### src/rtl/mips_pkg.sv
// mips_pkg: opcode/funct constants, ALU-op encoding and controller states shared by mips_mc.
package mips_pkg;
    localparam logic [5:0] OP_RTYPE = 6'h00;
    localparam logic [5:0] OP_J     = 6'h02;
    localparam logic [5:0] OP_BEQ   = 6'h04;
    localparam logic [5:0] OP_ADDI  = 6'h08;
    localparam logic [5:0] OP_ANDI  = 6'h0C;
    localparam logic [5:0] OP_ORI   = 6'h0D;
    localparam logic [5:0] OP_LW    = 6'h23;
    localparam logic [5:0] OP_SW    = 6'h2B;
    localparam logic [5:0] FN_ADD   = 6'h20;
    localparam logic [5:0] FN_SUB   = 6'h22;
    localparam logic [5:0] FN_AND   = 6'h24;
    localparam logic [5:0] FN_OR    = 6'h25;
    localparam logic [5:0] FN_SLT   = 6'h2A;

    typedef enum logic [2:0] {ALU_ADD, ALU_SUB, ALU_AND, ALU_OR, ALU_SLT} alu_op_e;

    typedef enum logic [3:0] {
        S_FETCH, S_DECODE, S_MEMADR, S_MEMRD, S_MEMWB, S_MEMWR, S_EXEC,
        S_ALUWB, S_IMMEX, S_IMMWB, S_BRANCH, S_JUMP, S_TRAP
    } state_e;

    function automatic logic funct_ok(input logic [5:0] fn);
        return fn == FN_ADD || fn == FN_SUB || fn == FN_AND || fn == FN_OR || fn == FN_SLT;
    endfunction

    function automatic alu_op_e funct_alu(input logic [5:0] fn);
        return fn == FN_SUB ? ALU_SUB : fn == FN_AND ? ALU_AND : fn == FN_OR ? ALU_OR :
               fn == FN_SLT ? ALU_SLT : ALU_ADD;
    endfunction

    function automatic logic [31:0] alu(input alu_op_e op, input logic [31:0] a, input logic [31:0] b);
        return op == ALU_SUB ? a - b : op == ALU_AND ? a & b : op == ALU_OR ? a | b :
               op == ALU_SLT ? {31'd0, $signed(a) < $signed(b)} : a + b;
    endfunction
endpackage

### src/rtl/mips_mc_ctrl.sv
// mips_mc_ctrl: multicycle controller FSM and instruction decode.
// Emits datapath strobes; bus request outputs are forced low while reset is held.
module mips_mc_ctrl
    import mips_pkg::*;
(
    input  logic       clk,
    input  logic       reset,
    input  logic [5:0] opcode,
    input  logic [5:0] funct,
    input  logic       mem_ready,
    output alu_op_e    alu_op,
    output logic       alu_imm,
    output logic       imm_logic,
    output logic       mem_req,
    output logic       mem_we,
    output logic       mem_data,
    output logic       ir_we,
    output logic       ab_we,
    output logic       alu_we,
    output logic       mdr_we,
    output logic       pc_inc,
    output logic       pc_br,
    output logic       pc_jmp,
    output logic       reg_we,
    output logic       wb_rd,
    output logic       wb_mem,
    output logic       retired,
    output logic       trap
);
    state_e state_q, state_d;
    logic   req, we;

    always_ff @(posedge clk or negedge reset) begin
        if (!reset) state_q <= S_FETCH;
        else        state_q <= state_d;
    end

    always_comb begin
        state_d   = state_q;
        alu_op    = ALU_ADD;
        alu_imm   = 1'b0;
        imm_logic = 1'b0;
        req       = 1'b0;
        we        = 1'b0;
        mem_data  = 1'b0;
        ir_we     = 1'b0;
        ab_we     = 1'b0;
        alu_we    = 1'b0;
        mdr_we    = 1'b0;
        pc_inc    = 1'b0;
        pc_br     = 1'b0;
        pc_jmp    = 1'b0;
        reg_we    = 1'b0;
        wb_rd     = 1'b0;
        wb_mem    = 1'b0;
        retired   = 1'b0;
        trap      = 1'b0;
        case (state_q)
            S_FETCH: begin
                req     = 1'b1;
                ir_we   = mem_ready;
                pc_inc  = mem_ready;
                state_d = mem_ready ? S_DECODE : S_FETCH;
            end
            S_DECODE: begin
                ab_we = 1'b1;
                case (opcode)
                    OP_LW, OP_SW:              state_d = S_MEMADR;
                    OP_RTYPE:                  state_d = funct_ok(funct) ? S_EXEC : S_TRAP;
                    OP_ADDI, OP_ANDI, OP_ORI:  state_d = S_IMMEX;
                    OP_BEQ:                    state_d = S_BRANCH;
                    OP_J:                      state_d = S_JUMP;
                    default:                   state_d = S_TRAP;
                endcase
            end
            S_MEMADR: begin
                alu_imm = 1'b1;
                alu_we  = 1'b1;
                state_d = opcode == OP_LW ? S_MEMRD : S_MEMWR;
            end
            S_MEMRD: begin
                req      = 1'b1;
                mem_data = 1'b1;
                mdr_we   = mem_ready;
                state_d  = mem_ready ? S_MEMWB : S_MEMRD;
            end
            S_MEMWB: begin
                reg_we  = 1'b1;
                wb_mem  = 1'b1;
                retired = 1'b1;
                state_d = S_FETCH;
            end
            S_MEMWR: begin
                req      = 1'b1;
                we       = 1'b1;
                mem_data = 1'b1;
                retired  = mem_ready;
                state_d  = mem_ready ? S_FETCH : S_MEMWR;
            end
            S_EXEC: begin
                alu_op  = funct_alu(funct);
                alu_we  = 1'b1;
                state_d = S_ALUWB;
            end
            S_ALUWB: begin
                reg_we  = 1'b1;
                wb_rd   = 1'b1;
                retired = 1'b1;
                state_d = S_FETCH;
            end
            S_IMMEX: begin
                alu_imm   = 1'b1;
                imm_logic = opcode == OP_ANDI || opcode == OP_ORI;
                alu_op    = opcode == OP_ANDI ? ALU_AND : opcode == OP_ORI ? ALU_OR : ALU_ADD;
                alu_we    = 1'b1;
                state_d   = S_IMMWB;
            end
            S_IMMWB: begin
                reg_we  = 1'b1;
                retired = 1'b1;
                state_d = S_FETCH;
            end
            S_BRANCH: begin
                pc_br   = 1'b1;
                retired = 1'b1;
                state_d = S_FETCH;
            end
            S_JUMP: begin
                pc_jmp  = 1'b1;
                retired = 1'b1;
                state_d = S_FETCH;
            end
            S_TRAP:  trap = 1'b1;
            default: state_d = S_FETCH;
        endcase
    end

    assign mem_req = req & reset;
    assign mem_we  = we & reset;
endmodule

### src/rtl/mips_mc.sv
// mips_mc: multicycle MIPS subset core on a single unified memory port.
// Register file, ALU and PC live here; sequencing comes from mips_mc_ctrl.
module mips_mc
    import mips_pkg::*;
#(
    parameter logic [31:0] RESET_PC   = 32'h0000_0000,
    parameter logic        ZEXT_LOGIC = 1'b1
) (
    input  logic        clk,
    input  logic        reset,
    output logic        mem_req,
    output logic        mem_we,
    output logic [31:0] mem_addr,
    output logic [31:0] mem_wdata,
    input  logic [31:0] mem_rdata,
    input  logic        mem_ready,
    output logic        retired,
    output logic        trap
);
    logic [31:0] pc_q, pc_d, ir_q, ir_d, a_q, a_d, b_q, b_d, alu_q, alu_d, mdr_q, mdr_d;
    logic [31:0] regs_q [32];
    logic [31:0] sext, imm, alu_y, wd;
    logic [4:0]  wa;
    alu_op_e     alu_op;
    logic        alu_imm, imm_logic, mem_data, ir_we, ab_we, alu_we, mdr_we;
    logic        pc_inc, pc_br, pc_jmp, reg_we, wb_rd, wb_mem;

    mips_mc_ctrl u_ctrl (
        .clk       (clk),
        .reset     (reset),
        .opcode    (ir_q[31:26]),
        .funct     (ir_q[5:0]),
        .mem_ready (mem_ready),
        .alu_op    (alu_op),
        .alu_imm   (alu_imm),
        .imm_logic (imm_logic),
        .mem_req   (mem_req),
        .mem_we    (mem_we),
        .mem_data  (mem_data),
        .ir_we     (ir_we),
        .ab_we     (ab_we),
        .alu_we    (alu_we),
        .mdr_we    (mdr_we),
        .pc_inc    (pc_inc),
        .pc_br     (pc_br),
        .pc_jmp    (pc_jmp),
        .reg_we    (reg_we),
        .wb_rd     (wb_rd),
        .wb_mem    (wb_mem),
        .retired   (retired),
        .trap      (trap)
    );

    always_comb begin
        sext  = {{16{ir_q[15]}}, ir_q[15:0]};
        imm   = (ZEXT_LOGIC && imm_logic) ? {16'd0, ir_q[15:0]} : sext;
        alu_y = alu(alu_op, a_q, alu_imm ? imm : b_q);
        ir_d  = ir_we ? mem_rdata : ir_q;
        a_d   = ab_we ? regs_q[ir_q[25:21]] : a_q;
        b_d   = ab_we ? regs_q[ir_q[20:16]] : b_q;
        alu_d = alu_we ? alu_y : alu_q;
        mdr_d = mdr_we ? mem_rdata : mdr_q;
        // pc already points past the branch/jump when BRANCH/JUMP run
        pc_d  = pc_inc ? pc_q + 32'd4 :
                (pc_br && a_q == b_q) ? pc_q + {sext[29:0], 2'b00} :
                pc_jmp ? {pc_q[31:28], ir_q[25:0], 2'b00} : pc_q;
        wa    = wb_rd ? ir_q[15:11] : ir_q[20:16];
        wd    = wb_mem ? mdr_q : alu_q;
    end

    assign mem_addr  = mem_data ? alu_q : pc_q;
    assign mem_wdata = b_q;

    always_ff @(posedge clk or negedge reset) begin
        if (!reset) begin
            pc_q  <= RESET_PC;
            ir_q  <= '0;
            a_q   <= '0;
            b_q   <= '0;
            alu_q <= '0;
            mdr_q <= '0;
        end else begin
            pc_q  <= pc_d;
            ir_q  <= ir_d;
            a_q   <= a_d;
            b_q   <= b_d;
            alu_q <= alu_d;
            mdr_q <= mdr_d;
        end
    end

    // r0 is never written, so it reads back as its reset value of zero
    always_ff @(posedge clk or negedge reset) begin
        if (!reset) begin
            for (int i = 0; i < 32; i++) regs_q[i] <= '0;
        end else if (reg_we && wa != 5'd0) begin
            regs_q[wa] <= wd;
        end
    end
endmodule

### config.mk
export PLATFORM = sky130hd
export DESIGN_NAME = mips_mc
export DESIGN_NICKNAME = d
export VERILOG_FILES = /design/src/rtl/mips_pkg.sv /design/src/rtl/mips_mc_ctrl.sv /design/src/rtl/mips_mc.sv
export SDC_FILE = /design/constraint.sdc
export NUM_CORES = 2
export LEC_CHECK = 0
export CAP_MARGIN = 20
export CORE_ASPECT_RATIO = 0.8
export CORE_MARGIN = 2
export CORE_UTILIZATION = 50
export DETAILED_ROUTE_END_ITERATION = 6
export MAX_ROUTING_LAYER = met4
export PLACE_DENSITY = 0.71
export SYNTH_ARGS = -nofsm -noshare
export SYNTH_HDL_FRONTEND = slang
export SYNTH_SLANG_ARGS = --single-unit
### constraint.sdc
create_clock -name clk -period 4.5 [get_ports clk]
set_clock_uncertainty 0.05 [all_clocks]
set_input_delay 0.9 -clock clk [delete_from_list [all_inputs] [get_ports clk]]
set_output_delay 0.9 -clock clk [all_outputs]
set_load 0.05 [all_outputs]
==> flow_summary_export.csv <==
group,metric,value,unit
outcome,outcome,"completed",
critical_path,critPathKind,"register to register",
synthesis,synth_edf_count,0,
clock_network,clockBufferDepth,3,
synthesis,syn-instance-count,6261,
pwr,pwr-share-comb,0.539,
pwr,cellLeakagePower,32.5,nW
placement,dp_hpwl,153000,µm
synthesis,synth_area_per_cell,10.8,µm²
clock_network,insertion_delay,0.78,ns
critical_path,cpPeakStageDelay,0.44,ns
clock_network,htreeDepth,3,
timing,clock.fmax,232,MHz
critical_path,arrival,4.90,ns
synthesis,ys_warn_count,0,
critical_path,r2r_end,"alu_q[28]$_DFFE_PN0P_",
timing,drv_slew,0,
grt,antenna_found_initial,7,
synthesis,synth_nets,6427,
timing,fin_crit_sh,0.958,
floorplanning,std_cell_rows,120,
floorplanning,core_area,134000,µm²
timing,post-route-min-period,4.31,ns
clock_network,clock-sinks,1218,
critical_path,required,5.09,ns
final_layout,fin_cells,8050,
critical_path,cp-end-kind,"register",
placement,placed_cells,7827,
route,dr.pass1.iters,6,
timing,setup_viol_count_final,0,
pwr,power_density,879,nW/µm²
grt,grt_max_degree,183,
critical_path,r2r_cells,18,
timing,layout_setup_ws,0.189,ns
timing,finalHoldViolCount,0,
route,drc,0,
grt,grtUsageTotal,0.350,
timing,setup_tns,0,ns
clock_network,cts_root_buf,"clkbuf_16",
route,drt-initial-drc-count,7410,
synthesis,synth.distinct_cells,93,
synthesis,async_reset_ff_frac,1.00,
worst_hold_path,hp-class,"primary input to asynchronous set/reset pin",
grt,overflow,0,
run,max_cap_violations,0,
synthesis,ys_ff_latch,1218,
synthesis,ys.flop_type,"dfrtp_1",
route,vias,53500,
timing,slew_headroom,0.221,
critical_path,crit_chain,"xnor2_1, nor3_2, buf_4, buf_12, mux2_2, ha_1, inv_1, fa_1, nor2b_1, o211ai_1, a211oi_1, or3_1, o41ai_4, a21boi_2, a21boi_1, xnor2_1, a221oi_1, a21oi_1",
placement,gp_congestion,1.06,
pwr,power,67.1,mW
synthesis,synth_seq_area_share,0.449,
floorplanning,die_w,416,µm
floorplanning,ioPinCount,103,
clock_network,cts_tree,"built",
route,wire_per_inst,29.3,µm
critical_path,critPathLaunchType,"register",
floorplanning,die_height,334,µm
clock_network,clkTransAtPathRegs,0.07,ns
synthesis,synth_area,67900,µm²
pwr,max-vdd-ir-drop,0.475,mV
pwr,p_sw,29.8,mW
final_layout,final_layout_size_suffix_gt1_frac,0.219,
pwr,switching_share,0.444,
critical_path,reg2reg_from,"u_ctrl.state_q[1]$_DFFE_PN0N_",
pwr,p_seq_frac,0.301,
critical_path,reg2reg_slack,0.19,ns
clock_network,numCtsBuffers,117,
route,routed_via_density,6.64,
pwr,internal-power,37.3,mW
clock_network,postCtsHoldBufs,0,
pwr,p_clk_frac,0.160,
final_layout,nNetsFinal,6345,
critical_path,cpMostUsedCell,"xnor2_1",
floorplanning,dieArea,139000,µm²
timing,worst_pin_slew,1.17,ns
grt,grt_pass1_wl,350000,µm
grt,grt_pass1_vias,52100,
placement,numPortBuffers,102,
critical_path,slowest_stage,"or3_1",
route,postRouteAntennaNets,0,
floorplanning,initial_utilization,0.506,
route,finalWirelength,236000,µm
placement,dp_slack,0.133,ns
critical_path,cp_max_fo,20,
timing,rsz0062_at_grt,"no",
final_layout,utilization,0.569,
final_layout,syn_to_final_growth,12.5,%
==> stage by stage <==
step | instance area, µm² | hold WS, ns
after global placement | 72100 | 0.326
final | 76300 | 0.0120
after global routing | 76300 | 0.0195
after CTS | 76300 | 0.00409
after floorplan | 67900 | 0.386
after detailed placement | 72100 | 0.333
==> power by group through the flow <==
stage / clock [mW] / sequential (mW) / combinational [mW]
after floorplan: 0 / 18.2 / 25.2
after global placement: 0 / 19.7 / 34.9
after detailed placement: 0 / 20.0 / 35.4
after CTS: 10.8 / 19.9 / 35.6
after global routing: 11.2 / 20.5 / 38.6
final: 10.7 / 20.2 / 36.2
==> final cells by class <==
cell class | instances | area [µm²]
Tap cell | 1769 | 2210
Clock buffer | 158 | 3380
Sequential cell | 1218 | 30500
Antenna cell | 4 | 10.0
Clock inverter | 59 | 774
Multi-Input combinational cell | 4334 | 35100
Timing Repair Buffer | 392 | 3920
Inverter | 116 | 440
Fill cell | 11000 | 57900
==> critical path: cells and delay by family (launching register included) <==
family,cells,cell delay [ns]
AO/OA/AOI/OAI,7,1.47
AND/OR/NAND/NOR,3,0.67
adder cells (fa/ha/maj),2,0.62
flip-flops,1,0.40
buffers and inverters,3,0.37
XOR/XNOR,2,0.30
multiplexers,1,0.28
==> cells by family after synthesis <==
| logic type | share of synthesized area |
|---|---|
| multiplexers | 0.236 |
| flip-flops | 0.449 |
| AO/OA/AOI/OAI | 0.130 |
| XOR/XNOR | 0.0114 |
| AND/OR/NAND/NOR | 0.107 |
| buffers and inverters | 0.0425 |
| adder cells (fa/ha/maj) | 0.0245 |
==> synthesized netlist by cell type, drive strengths merged, types with 39 or more instances <==
library cell  instances  share of area
dfrtp              1218           0.45
nor2               1121          0.062
a21oi              1072          0.079
mux4                640           0.21
clkbuf              433          0.025
nand2               356          0.020
o21ai               223          0.016
buf                 160          0.011
ha                  128          0.024
inv                 114         0.0063
mux2                 80          0.013
mux2i                70          0.010
a31oi                58         0.0064
nor3                 53         0.0049
xnor2                49         0.0063
nand3                48         0.0035
xor2                 39         0.0050
==> metal layers <==
metal	vias up	GRT usage	wire length, µm
met5	-	-	0
met4	0	0.119	9490
met3	569	0.0833	26600
met2	3217	0.506	106000
met1	27200	0.489	94100
li1	22500	-	-
==> what timing repair did <==
| action | in CTS | in global routing |
|---|---|---|
| buffers inserted | 0 | 1 |
| setup endpoints to repair | 0 | 8 |
| endpoints found under the hold margin | 0 | 0 |
| gates resized for setup | 0 | 7 |
==> layout by cell type (no fill, tap or decap), drive strengths merged, types with 126 or more instances in the layout <==
| master | netlist | routed |
|---|---|---|
| dfrtp | 1218 | 1218 |
| nor2 | 1121 | 1121 |
| a21oi | 1072 | 1072 |
| mux4 | 640 | 640 |
| nand2 | 356 | 356 |
| buf | 160 | 325 |
| o21ai | 223 | 223 |
| clkbuf | 433 | 158 |
| ha | 128 | 128 |
| inv | 114 | 126 |
==> worst max path at each step <==
stage	start	to	slack (ns)	cells after the start
floorplan	u_ctrl.state_q[0]$_DFFE_PN0N_	alu_q[26]$_DFFE_PN0P_	0.13	17
global placement	u_ctrl.state_q[1]$_DFFE_PN0N_	alu_q[28]$_DFFE_PN0P_	0.24	17
detailed placement	u_ctrl.state_q[1]$_DFFE_PN0N_	alu_q[28]$_DFFE_PN0P_	0.13	17
CTS	u_ctrl.state_q[1]$_DFFE_PN0N_	alu_q[28]$_DFFE_PN0P_	0.09	17
global route	u_ctrl.state_q[3]$_DFFE_PN0N_	alu_q[31]$_DFFE_PN0P_	0.01	17
finish	u_ctrl.state_q[1]$_DFFE_PN0N_	alu_q[28]$_DFFE_PN0P_	0.19	18
==> flip-flops by register name (all words and copies together) (netlist names) <==
signal,count
ir_q,32
alu_q,32
u_ctrl.state_q,4
regs_q,1024
mdr_q,32
mem_wdata,32
a_q,32
pc_q,30
Note: power is estimated with default switching activity, not from simulation.
